--- config.mk ---
export PLATFORM = sky130hd
export DESIGN_NAME = key_expansion_seq_flat
export DESIGN_NICKNAME = d
export VERILOG_FILES = /design/src/rtl/key_expansion_seq_if.sv /design/src/rtl/key_expansion_seq.sv /design/src/flat_wrapper.sv
export SDC_FILE = /design/constraint.sdc
export NUM_CORES = 2
export LEC_CHECK = 0
export ABC_CLOCK_PERIOD_IN_PS = 18960
export BUFFER_PORTS_ARGS = -buffer_cell sky130_fd_sc_hd__buf_2
export CAP_MARGIN = 0
export CORE_ASPECT_RATIO = 1.2
export CORE_MARGIN = 4
export CORE_UTILIZATION = 40
export CTS_CLUSTER_SIZE = 16
export DETAILED_ROUTE_END_ITERATION = 8
export PLACE_DENSITY = 0.63
export REMOVE_ABC_BUFFERS = 1
export SYNTH_ARGS = -nofsm -noshare
export SYNTH_HDL_FRONTEND = slang
export SYNTH_SLANG_ARGS = --single-unit
--- constraint.sdc ---
create_clock -name clk -period 18.96 [get_ports clk]
set_input_delay 2.844 -clock clk [delete_from_list [all_inputs] [get_ports clk]]
set_output_delay 2.844 -clock clk [all_outputs]
set_load 0.02 [all_outputs]
--- src/rtl/key_expansion_seq_if.sv ---
// Handshake and read-port bundle between the AES-128 key scheduler and its consumer.
interface key_expansion_seq_if;
  localparam int unsigned KEY_W = 128;
  localparam int unsigned RND_W = 4;

  logic             start;
  logic [KEY_W-1:0] key_in;
  logic [KEY_W-1:0] rk_out;
  logic [RND_W-1:0] rk_round;
  logic             rk_valid;
  logic             rk_ready;
  logic             busy;
  logic             done;
  logic [RND_W-1:0] rd_idx;
  logic [KEY_W-1:0] rd_key;
  logic             keys_ready;

  modport slave (
    input  start, key_in, rk_ready, rd_idx,
    output rk_out, rk_round, rk_valid, busy, done, rd_key, keys_ready
  );

  modport master (
    output start, key_in, rk_ready, rd_idx,
    input  rk_out, rk_round, rk_valid, busy, done, rd_key, keys_ready
  );
endinterface

--- src/rtl/key_expansion_seq.sv ---
// Iterative AES-128 key schedule: one round key per accepted handshake, rounds 0..10,
// with an optional 11-entry buffer for random-access reuse of the last expanded key.
module key_expansion_seq #(
  parameter int unsigned STORE_KEYS = 1,
  parameter int unsigned NR         = 10
) (
  input  logic                 clk,
  input  logic                 rst_n,
  key_expansion_seq_if.slave   bus
);
  localparam int unsigned KEY_W = 128;
  localparam int unsigned RND_W = 4;
  localparam int unsigned NKEYS = 11;
  localparam logic [RND_W-1:0] LAST_RND = RND_W'(NR);

  // AES S-box, byte 0x00 at the most significant end
  localparam logic [2047:0] SBOX = {
    128'h637c777bf26b6fc53001672bfed7ab76,
    128'hca82c97dfa5947f0add4a2af9ca472c0,
    128'hb7fd9326363ff7cc34a5e5f171d83115,
    128'h04c723c31896059a071280e2eb27b275,
    128'h09832c1a1b6e5aa0523bd6b329e32f84,
    128'h53d100ed20fcb15b6acbbe394a4c58cf,
    128'hd0efaafb434d338545f9027f503c9fa8,
    128'h51a3408f929d38f5bcb6da2110fff3d2,
    128'hcd0c13ec5f974417c4a77e3d645d1973,
    128'h60814fdc222a908846eeb814de5e0bdb,
    128'he0323a0a4906245cc2d3ac629195e479,
    128'he7c8376d8dd54ea96c56f4ea657aae08,
    128'hba78252e1ca6b4c6e8dd741f4bbd8b8a,
    128'h703eb5664803f60e613557b986c11d9e,
    128'he1f8981169d98e949b1e87e9ce5528df,
    128'h8ca1890dbfe6426841992d0fb054bb16
  };

  typedef enum logic {IDLE, RUN} state_t;

  function automatic logic [7:0] sbox(input logic [7:0] x);
    logic [10:0] idx;
    idx = {~x, 3'b000};
    return SBOX[idx +: 8];
  endfunction

  function automatic logic [7:0] rcon(input logic [RND_W-1:0] r);
    logic [7:0] v;
    case (r)
      4'd1:    v = 8'h01;
      4'd2:    v = 8'h02;
      4'd3:    v = 8'h04;
      4'd4:    v = 8'h08;
      4'd5:    v = 8'h10;
      4'd6:    v = 8'h20;
      4'd7:    v = 8'h40;
      4'd8:    v = 8'h80;
      4'd9:    v = 8'h1b;
      4'd10:   v = 8'h36;
      default: v = 8'h00;
    endcase
    return v;
  endfunction

  function automatic logic [31:0] sub_word(input logic [31:0] w);
    return {sbox(w[31:24]), sbox(w[23:16]), sbox(w[15:8]), sbox(w[7:0])};
  endfunction

  // One key-schedule step: derive round key r+1 from round key r
  function automatic logic [KEY_W-1:0] next_key(input logic [KEY_W-1:0] k,
                                                input logic [7:0]       rc);
    logic [31:0] w0, w1, w2, w3, t;
    t  = sub_word({k[23:0], k[31:24]}) ^ {rc, 24'h000000};
    w0 = k[127:96] ^ t;
    w1 = k[95:64]  ^ w0;
    w2 = k[63:32]  ^ w1;
    w3 = k[31:0]   ^ w2;
    return {w0, w1, w2, w3};
  endfunction

  state_t           state_q, state_d;
  logic [KEY_W-1:0] rk_out_q, rk_out_d;
  logic [RND_W-1:0] rk_round_q, rk_round_d;
  logic             rk_valid_q, rk_valid_d;
  logic             busy_q, busy_d;
  logic             done_q, done_d;
  logic             keys_ready_q, keys_ready_d;
  logic             hs_c;
  logic [KEY_W-1:0] next_key_c;

  assign hs_c       = rk_valid_q & bus.rk_ready;
  assign next_key_c = next_key(rk_out_q, rcon(RND_W'(rk_round_q + 4'd1)));

  always_comb begin
    state_d      = state_q;
    rk_out_d     = rk_out_q;
    rk_round_d   = rk_round_q;
    rk_valid_d   = rk_valid_q;
    busy_d       = busy_q;
    done_d       = 1'b0;
    keys_ready_d = keys_ready_q;
    unique case (state_q)
      IDLE: begin
        if (bus.start) begin
          rk_out_d     = bus.key_in;
          rk_round_d   = '0;
          rk_valid_d   = 1'b1;
          busy_d       = 1'b1;
          keys_ready_d = 1'b0;
          state_d      = RUN;
        end
      end
      RUN: begin
        if (hs_c) begin
          if (rk_round_q == LAST_RND) begin
            rk_valid_d   = 1'b0;
            busy_d       = 1'b0;
            done_d       = 1'b1;
            keys_ready_d = (STORE_KEYS != 0);
            state_d      = IDLE;
          end else begin
            rk_out_d   = next_key_c;
            rk_round_d = RND_W'(rk_round_q + 4'd1);
          end
        end
      end
      default: state_d = IDLE;
    endcase
  end

  always_ff @(posedge clk or negedge rst_n) begin
    if (!rst_n) begin
      state_q      <= IDLE;
      rk_out_q     <= '0;
      rk_round_q   <= '0;
      rk_valid_q   <= 1'b0;
      busy_q       <= 1'b0;
      done_q       <= 1'b0;
      keys_ready_q <= 1'b0;
    end else begin
      state_q      <= state_d;
      rk_out_q     <= rk_out_d;
      rk_round_q   <= rk_round_d;
      rk_valid_q   <= rk_valid_d;
      busy_q       <= busy_d;
      done_q       <= done_d;
      keys_ready_q <= keys_ready_d;
    end
  end

  assign bus.rk_out     = rk_out_q;
  assign bus.rk_round   = rk_round_q;
  assign bus.rk_valid   = rk_valid_q;
  assign bus.busy       = busy_q;
  assign bus.done       = done_q;
  assign bus.keys_ready = keys_ready_q;

  // Round-key buffer is intentionally not reset; keys_ready qualifies its contents
  if (STORE_KEYS != 0) begin : g_buf
    logic [KEY_W-1:0] buf_q [NKEYS];

    always_ff @(posedge clk) begin
      if (hs_c && (rk_round_q <= LAST_RND)) begin
        buf_q[rk_round_q] <= rk_out_q;
      end
    end

    assign bus.rd_key = (bus.rd_idx <= LAST_RND) ? buf_q[bus.rd_idx] : '0;
  end else begin : g_nobuf
    assign bus.rd_key = '0;
  end

endmodule

--- src/flat_wrapper.sv ---
// flat-port wrapper written by rule: the top's interface ports become plain ports
module key_expansion_seq_flat 
#(
  parameter int unsigned STORE_KEYS = 1,
  parameter int unsigned NR         = 10
)
  (clk, rst_n, bus_start, bus_key_in, bus_rk_ready, bus_rd_idx, bus_rk_out, bus_rk_round, bus_rk_valid, bus_busy, bus_done, bus_rd_key, bus_keys_ready);
  key_expansion_seq_if bus_i ();
  input  logic clk;
  input  logic rst_n;
  input wire logic [$bits(bus_i.start)-1:0] bus_start;
  input wire logic [$bits(bus_i.key_in)-1:0] bus_key_in;
  input wire logic [$bits(bus_i.rk_ready)-1:0] bus_rk_ready;
  input wire logic [$bits(bus_i.rd_idx)-1:0] bus_rd_idx;
  output wire logic [$bits(bus_i.rk_out)-1:0] bus_rk_out;
  output wire logic [$bits(bus_i.rk_round)-1:0] bus_rk_round;
  output wire logic [$bits(bus_i.rk_valid)-1:0] bus_rk_valid;
  output wire logic [$bits(bus_i.busy)-1:0] bus_busy;
  output wire logic [$bits(bus_i.done)-1:0] bus_done;
  output wire logic [$bits(bus_i.rd_key)-1:0] bus_rd_key;
  output wire logic [$bits(bus_i.keys_ready)-1:0] bus_keys_ready;
  assign bus_i.start = bus_start;
  assign bus_i.key_in = bus_key_in;
  assign bus_i.rk_ready = bus_rk_ready;
  assign bus_i.rd_idx = bus_rd_idx;
  assign bus_rk_out = bus_i.rk_out;
  assign bus_rk_round = bus_i.rk_round;
  assign bus_rk_valid = bus_i.rk_valid;
  assign bus_busy = bus_i.busy;
  assign bus_done = bus_i.done;
  assign bus_rd_key = bus_i.rd_key;
  assign bus_keys_ready = bus_i.keys_ready;
  key_expansion_seq #(.STORE_KEYS(STORE_KEYS), .NR(NR)) u_core (.clk(clk), .rst_n(rst_n), .bus(bus_i));
endmodule
# Word-level counts from Yosys, hierarchy flattened

Memory sizes are Yosys's and may differ from the RTL's.
Cells that the tools add are included.

Register bits after elaboration: 136
Bits in latches: 0
Bits in writable memories: 1408
Memory bits (read-only): 128
Output and inout bits: 264
Word-level logic and storage cells: 60
Memories kept: 2

Memories:

| name               | words | bits a word | read ports | clocked after memory_dff | write ports | line                     | source |
|---|---|---|---|---|---|---|---|
| u_core.g_buf.buf_q | 11    | 128         | 1          | 0                        | 1           | key_expansion_seq.sv:157 | `logic [KEY_W-1:0] buf_q [NKEYS];` |
| (name not given)   | 16    | 8           | 1          | 0                        | 0           | key_expansion_seq.sv:46  | `case (r)` |

Add/sub/neg operators: 1
$mul: 0
Div/mod/pow operators: 0
Order comparisons: 2
Eq/ne operators: 5
Shift-type cells: 4
Muxes and demuxes: 26
Bitwise operators: 11
Reduce and logical (&&, ||, !) cells: 3

Operators with widths:

| cell                                                          | count |
|---|---|
| indexed part select 2048 x 12 -> 8 bit (first input constant) | 4 |
| two-way mux 128 bit                                           | 4 |
| case mux 128 bit (2 select lines)                             | 1 |
| bitwise XOR 32 bit                                            | 5 |
| inverter 8 bit                                                | 4 |
| two-way mux 1 bit                                             | 14 |
| two-way mux 4 bit                                             | 3 |
| <= comparator 4 bit (second input constant)                   | 2 |
| inequality test 2 bit (second input constant)                 | 4 |
| case mux 4 bit (2 select lines)                               | 1 |
| case mux 1 bit (2 select lines)                               | 3 |
| AND reduction 3 bit                                           | 2 |
| adder 4 x 1 -> 4 bit (second input constant)                  | 1 |
| equality test 4 bit (second input constant)                   | 1 |
| AND 1 bit                                                     | 1 |
| logical AND 1 bit                                             | 1 |
| inverter 1 bit                                                | 1 |

# Depth between registers and ports, before layout

Depth after elaboration: 10
Depth in mapped cells: 15

# Worst setup path before layout

No wires, ideal clock.

Kind: input port to flip-flop
From: input bus_rk_ready
To: register u_core.keys_ready_q, in the netlist u_core.bus.keys_ready
Setup time: 0.065 ns
Data arrival time: 9.255 ns
Path slack: 9.640 ns
Stages on the path: 7
Path buffers: 1
Cells stage by stage: and2_1 -> buf_1 -> nand2_1 -> nor2_1 -> nand2_1 -> inv_1 -> o21a_1

Word-level cells in the longest chain between the ends: 3

RTL lines:

| element                         | line                     | source |
|---|---|---|
| start, declared                 | flat_wrapper.sv:13       | `input wire logic [$bits(bus_i.rk_ready)-1:0] bus_rk_ready;` |
| AND 1 bit                       | key_expansion_seq.sv:88  | `assign hs_c = rk_valid_q & bus.rk_ready;` |
| inequality test 2 bit (no line) | n/a                      |  |
| AND reduction 3 bit (no line)   | n/a                      |  |
| end signal, assigned            | key_expansion_seq.sv:144 | `keys_ready_q <= keys_ready_d;` |
| end, declared                   | key_expansion_seq.sv:84  | `logic keys_ready_q, keys_ready_d;` |

No other way between the ends.
A chain may end at the register's enable or synchronous reset.

# Final worst setup path

From: input bus_rd_idx[1]
To: output bus_rd_key[119]

Word-level cells in the longest chain between the ends: 2
Elaborated cells on any way between the ends: 3
Classes of those cells: order compare (1); mux (1); memory (1)

RTL lines:

| element                                                                  | line                     | source |
|---|---|---|
| start, declared                                                          | flat_wrapper.sv:14       | `input wire logic [$bits(bus_i.rd_idx)-1:0] bus_rd_idx;` |
| memory read (11 x 128 bit) / <= comparator 4 bit (equally long branches) | n/a                      |  |
| two-way mux 128 bit (*)                                                  | key_expansion_seq.sv:165 | `assign bus.rd_key = (bus.rd_idx <= LAST_RND) ? buf_q[bus.rd_idx] : '0;` |
| end, declared                                                            | flat_wrapper.sv:20       | `output wire logic [$bits(bus_i.rd_key)-1:0] bus_rd_key;` |

Mark *: on every way between the ends. The rest lies on a longest branch, timed or not.

==> results.md <==
- The detailed-routing iteration count for the pre-antenna-repair pass is 6.
- In this run the power density over the cells is 168 nW/um^2.
- For this design the static power due to leakage is 29.8 nW.
- The worst-case reg-to-reg path depth is 12.
- The I/O pin total is 400.
- The detailed router placed 53300 vias in this run.
- At the worst endpoint, the arrival time is 7.35 ns.
- The detail route stage leaves a number of antenna-violating nets equal to 0.
- Entering global routing, the biggest net connects 119 pins.
- The fraction of registers with async set or reset after synthesis is 0.0881.
- The worst setup path is captured at an output port.
- The post-detailed-routing wire length is 263 mm.
- The worst hold-check path type is reg -> reg.
- The measured slew at the worst slew-check pin is 1.19 ns.
- The final max-slew violation count was 0.
- The post-synthesis average cell area is 13.6 sq um.
- Max-cap violations in this run came to 0.
- Measured along the x axis, the die boundary spans 408 microns.
- The clock reaches the later pin of the worst-skew pair after 0.84 ns.
- The time the worst path needs with I/O delays and setup is 10.20 ns.
- The most instantiated flip-flop cell in the synthesis netlist is edfxtp_1.
- The cell area after synthesis is 76800 sq um.
- TritonCTS built the clock tree.
- The critical path contains buffers and inverters numbering 6 combined.
- In this run the cell area measured after placement is 81000 sq um.
- The DRC marker count from the first detailed-route iteration is 6164.
- The flop-to-flop setup slack is 13.20 ns.
- On the critical path, the stage with the largest delay is an instance of buf_4.
- For this run, the number of Yosys warnings is 0.
- The run finished with clean final reports.
- In the post-synthesis netlist, the biggest area contributors are edfxtp_1 55%, mux4_2 9.5%, mux2i_1 4.5%, dfrtp_1 4.4%, a21oi_1 2.3%.
- No sink is reached through more buffers than the 3 on the longest clock path.
- The total of buffers placed on input and output ports is 399.
- The number of design rule violations left after detail routing is 0.
- The cell accounting for the most synthesized area is edfxtp_1.
- The worst register-to-register path ends at u_core.bus.rk_out[1].
- The root cell of the clock tree is clkbuf_16.
- The finished cells cover 86100 sq um.
- The total negative setup slack is 0 ns.
- Setup repair after global routing left no endpoint under its margin.
- The H-tree was split into 4 levels.
- Dividing the detail-routed via count by the number of cells gives 6.31.
- At the worst endpoint, the required time is 16.12 ns.
- The startpoint type of the worst setup path is an input pin.
- The height of the die is 488 microns.
- The share of the Yosys chip area taken by registers is 0.595.
- Hold timing on the final database bottoms out at a slack of 0.498 ns.
- The family with the most delay on the worst path is buffers and inverters.
- The via count of the first global-routing pass is 51600.
- The initialized floorplan defines 175 standard-cell rows.
- The flop and latch count out of synthesis is 1544.
- The number of endpoints with negative hold slack in the final report is 0.
- The most prevalent standard cell on the critical path is buf_4.
- Relative to the synthesized area, the layout overhead comes to 12.1%.
- The longest individual stage delay on the worst path is 0.82 ns.
- The die covers 199000 sq um.
- Clock-pin slew was measured on the worst setup and hold paths at 0.06 ns.
- The startpoint identified for the worst hold timing path is u_core.bus.keys_ready.
- Of the cells placed in the final design, the portion with a size suffix greater than 1 is 0.212.
- By startpoint and endpoint, the worst setup path is classified as in -> out.
- The maximum VDD drop is 0.0934 mV.
- In the finished design, the share of the clock period the worst path needs comes to 0.538.
- The first global-routing pass estimated 377 mm of wire.
- The worst max-slew margin expressed relative to the limit is 0.210.
- The detailed-placement wirelength estimate is 159 mm.
- Between clock sinks in the finished design, the worst skew comes to 0.0681 ns.
- Along the worst hold path, the cell count comes to 1.
- The total power is 14.5 mW.
- The total track usage is 0.257.
- The placeable core region is 190000 sq um.
- The cell count after synthesis came out at 5627.
- For this run the aggregate overflow at the end of global routing stands at 0.
- The launching point of the worst reg2reg path is u_core.bus.rk_out[25].
- The final layout net count is 6009.
- After detailed routing, the average wire length per cell comes to 31.1 microns.
- The global placement routability congestion is 0.993.
- The number of enable flip-flop cells after synthesis is 1408.
- Walking the worst path, the cells encountered are buf_8 > buf_4 > buf_4 > buf_4 > buf_4 > mux4_2 > mux2i_1 > o22ai_1 > buf_2.
- The share of the synthesized area in the top cell type is 0.551.
- The endpoint of the worst hold path is u_core.bus.keys_ready.
- The total of hold buffers inserted after clock tree synthesis is 0.
- Setup violations remaining at the end of the flow were counted as 0.
- The number of distinct standard cells referenced by the synthesized netlist is 119.
- The share of the core filled with cells is 0.452.
- The initial antenna violation count is 52.
- The number of post-CTS setup repair buffers is 0.
- The number of clock buffers inserted by TritonCTS is 155.
- For this configuration, the core starts out at a cell density of 0.404.
- Clock tree synthesis found a total of 1544 sinks.
- Once the clock tree was built, the resizer swapped 0 gates to a different size.
- The worst-path maximum fanout is 69.
- Derived from the worst setup path, the maximum achievable clock frequency is 98.1 MHz.
## registers in the layout, summed over array words and instances, names as in the netlist
register / cells
u_core.bus.done: 1
u_core.bus.keys_ready: 1
u_core.bus.rk_out: 128
u_core.bus.rk_round: 4
u_core.bus.rk_valid: 1
u_core.g_buf.buf_q: 1408
u_core.state_q: 1
## per-layer routing
metal / wire, microns / GRT usage
met4: 8220 / 0.0812
met1: 108000 / 0.351
met3: 26200 / 0.0719
met2: 120000 / 0.401
met5: 241 / 0
## how the worst max path moves through the flow
stage                       start                  end  cells past startpoint
detailed placement  bus_rd_idx[1]       bus_rd_key[12]                      9
global placement    bus_rd_idx[1]      bus_rd_key[119]                      9
global route        bus_rd_idx[1]       bus_rd_key[86]                      9
floorplan            bus_rk_ready  u_core.bus.rk_valid                      6
finish              bus_rd_idx[1]      bus_rd_key[119]                      9
CTS                 bus_rd_idx[1]       bus_rd_key[12]                      9
## final cells by class
class,instances,area [sq um]
clock buffer,203,4210
tap,2478,3100
fill,16900,104000
inverter,70,264
timing repair buffer,543,3200
clock inverter,84,826
sequential,1544,45700
antenna,31,77.6
multi-input combinational,3495,28700
## synthesized netlist by cell type (88+ instances only)
cell type     n
edfxtp_1   1408
nor2_1      356
a21oi_1     354
mux2i_1     345
mux4_2      323
clkbuf_1    289
nand2_1     265
o21ai_0     206
o22ai_1     183
dfrtp_1     136
nand3_1     117
buf_2       110
nand2b_1     89
nor3_1       88
## cell families after synthesis
group,count (synthesis),synth area share
AOI/OAI and AO/OA,1382,0.120
xor gates and xnor gates,121,0.0182
adders and majority gates,64,0.0105
buffers and inverters,588,0.0330
DFF,1544,0.595
muxes,691,0.143
and+or+nand+nor,1237,0.0798
## worst reg2reg max path: stages (launching register included)
cell and delay, ns:
dfrtp_1 0.32, buf_4 0.51, inv_1 0.51, ha_1 0.98, or2_1 0.43, nand2b_1 0.11, mux4_2 0.46, mux4_2 0.46
mux2i_1 0.80, xnor2_1 0.40, xor2_1 0.28, mux2i_1 0.21, a21oi_1 0.09
## layout by cell type, fill, tap and decap left out, drive strengths merged, types with 28 or more instances in the layout
cell type / Yosys / routed
o211ai: 56 / 56
and3: 34 / 34
ha: 63 / 63
nor2: 360 / 360
or2: 32 / 32
xor2: 33 / 33
xnor2: 69 / 69
dfrtp: 136 / 136
o31ai: 30 / 30
diode: 0 / 31
o311ai: 39 / 39
nor2b: 88 / 88
edfxtp: 1408 / 1408
clkinv: 12 / 71
a21oi: 355 / 355
nor3: 88 / 88
a221oi: 28 / 28
a311oi: 42 / 42
mux4: 323 / 323
nand2: 266 / 266
nand3: 117 / 117
nand2b: 89 / 89
o22ai: 184 / 184
a31oi: 84 / 84
buf: 228 / 542
o21ai: 211 / 211
inv: 58 / 69
mux2i: 347 / 347
clkbuf: 290 / 204
a211oi: 59 / 59
## where the power goes
group | total (mW) | switching [mW] | internal (mW)
Sequential | 5.04 | 0.581 | 4.46
Combinational | 6.38 | 4.13 | 2.24
Clock | 3.04 | 1.36 | 1.67
Total | 14.5 | 6.08 | 8.38
## stage by stage
step,setup slack (ns),std cells
finish,8.76,8448
global route,8.49,8419
CTS,8.83,8417
detailed placement,8.84,8130
global placement,8.85,8130
floorplan,9.66,5109
Note: power is estimated with default switching activity, not from simulation.
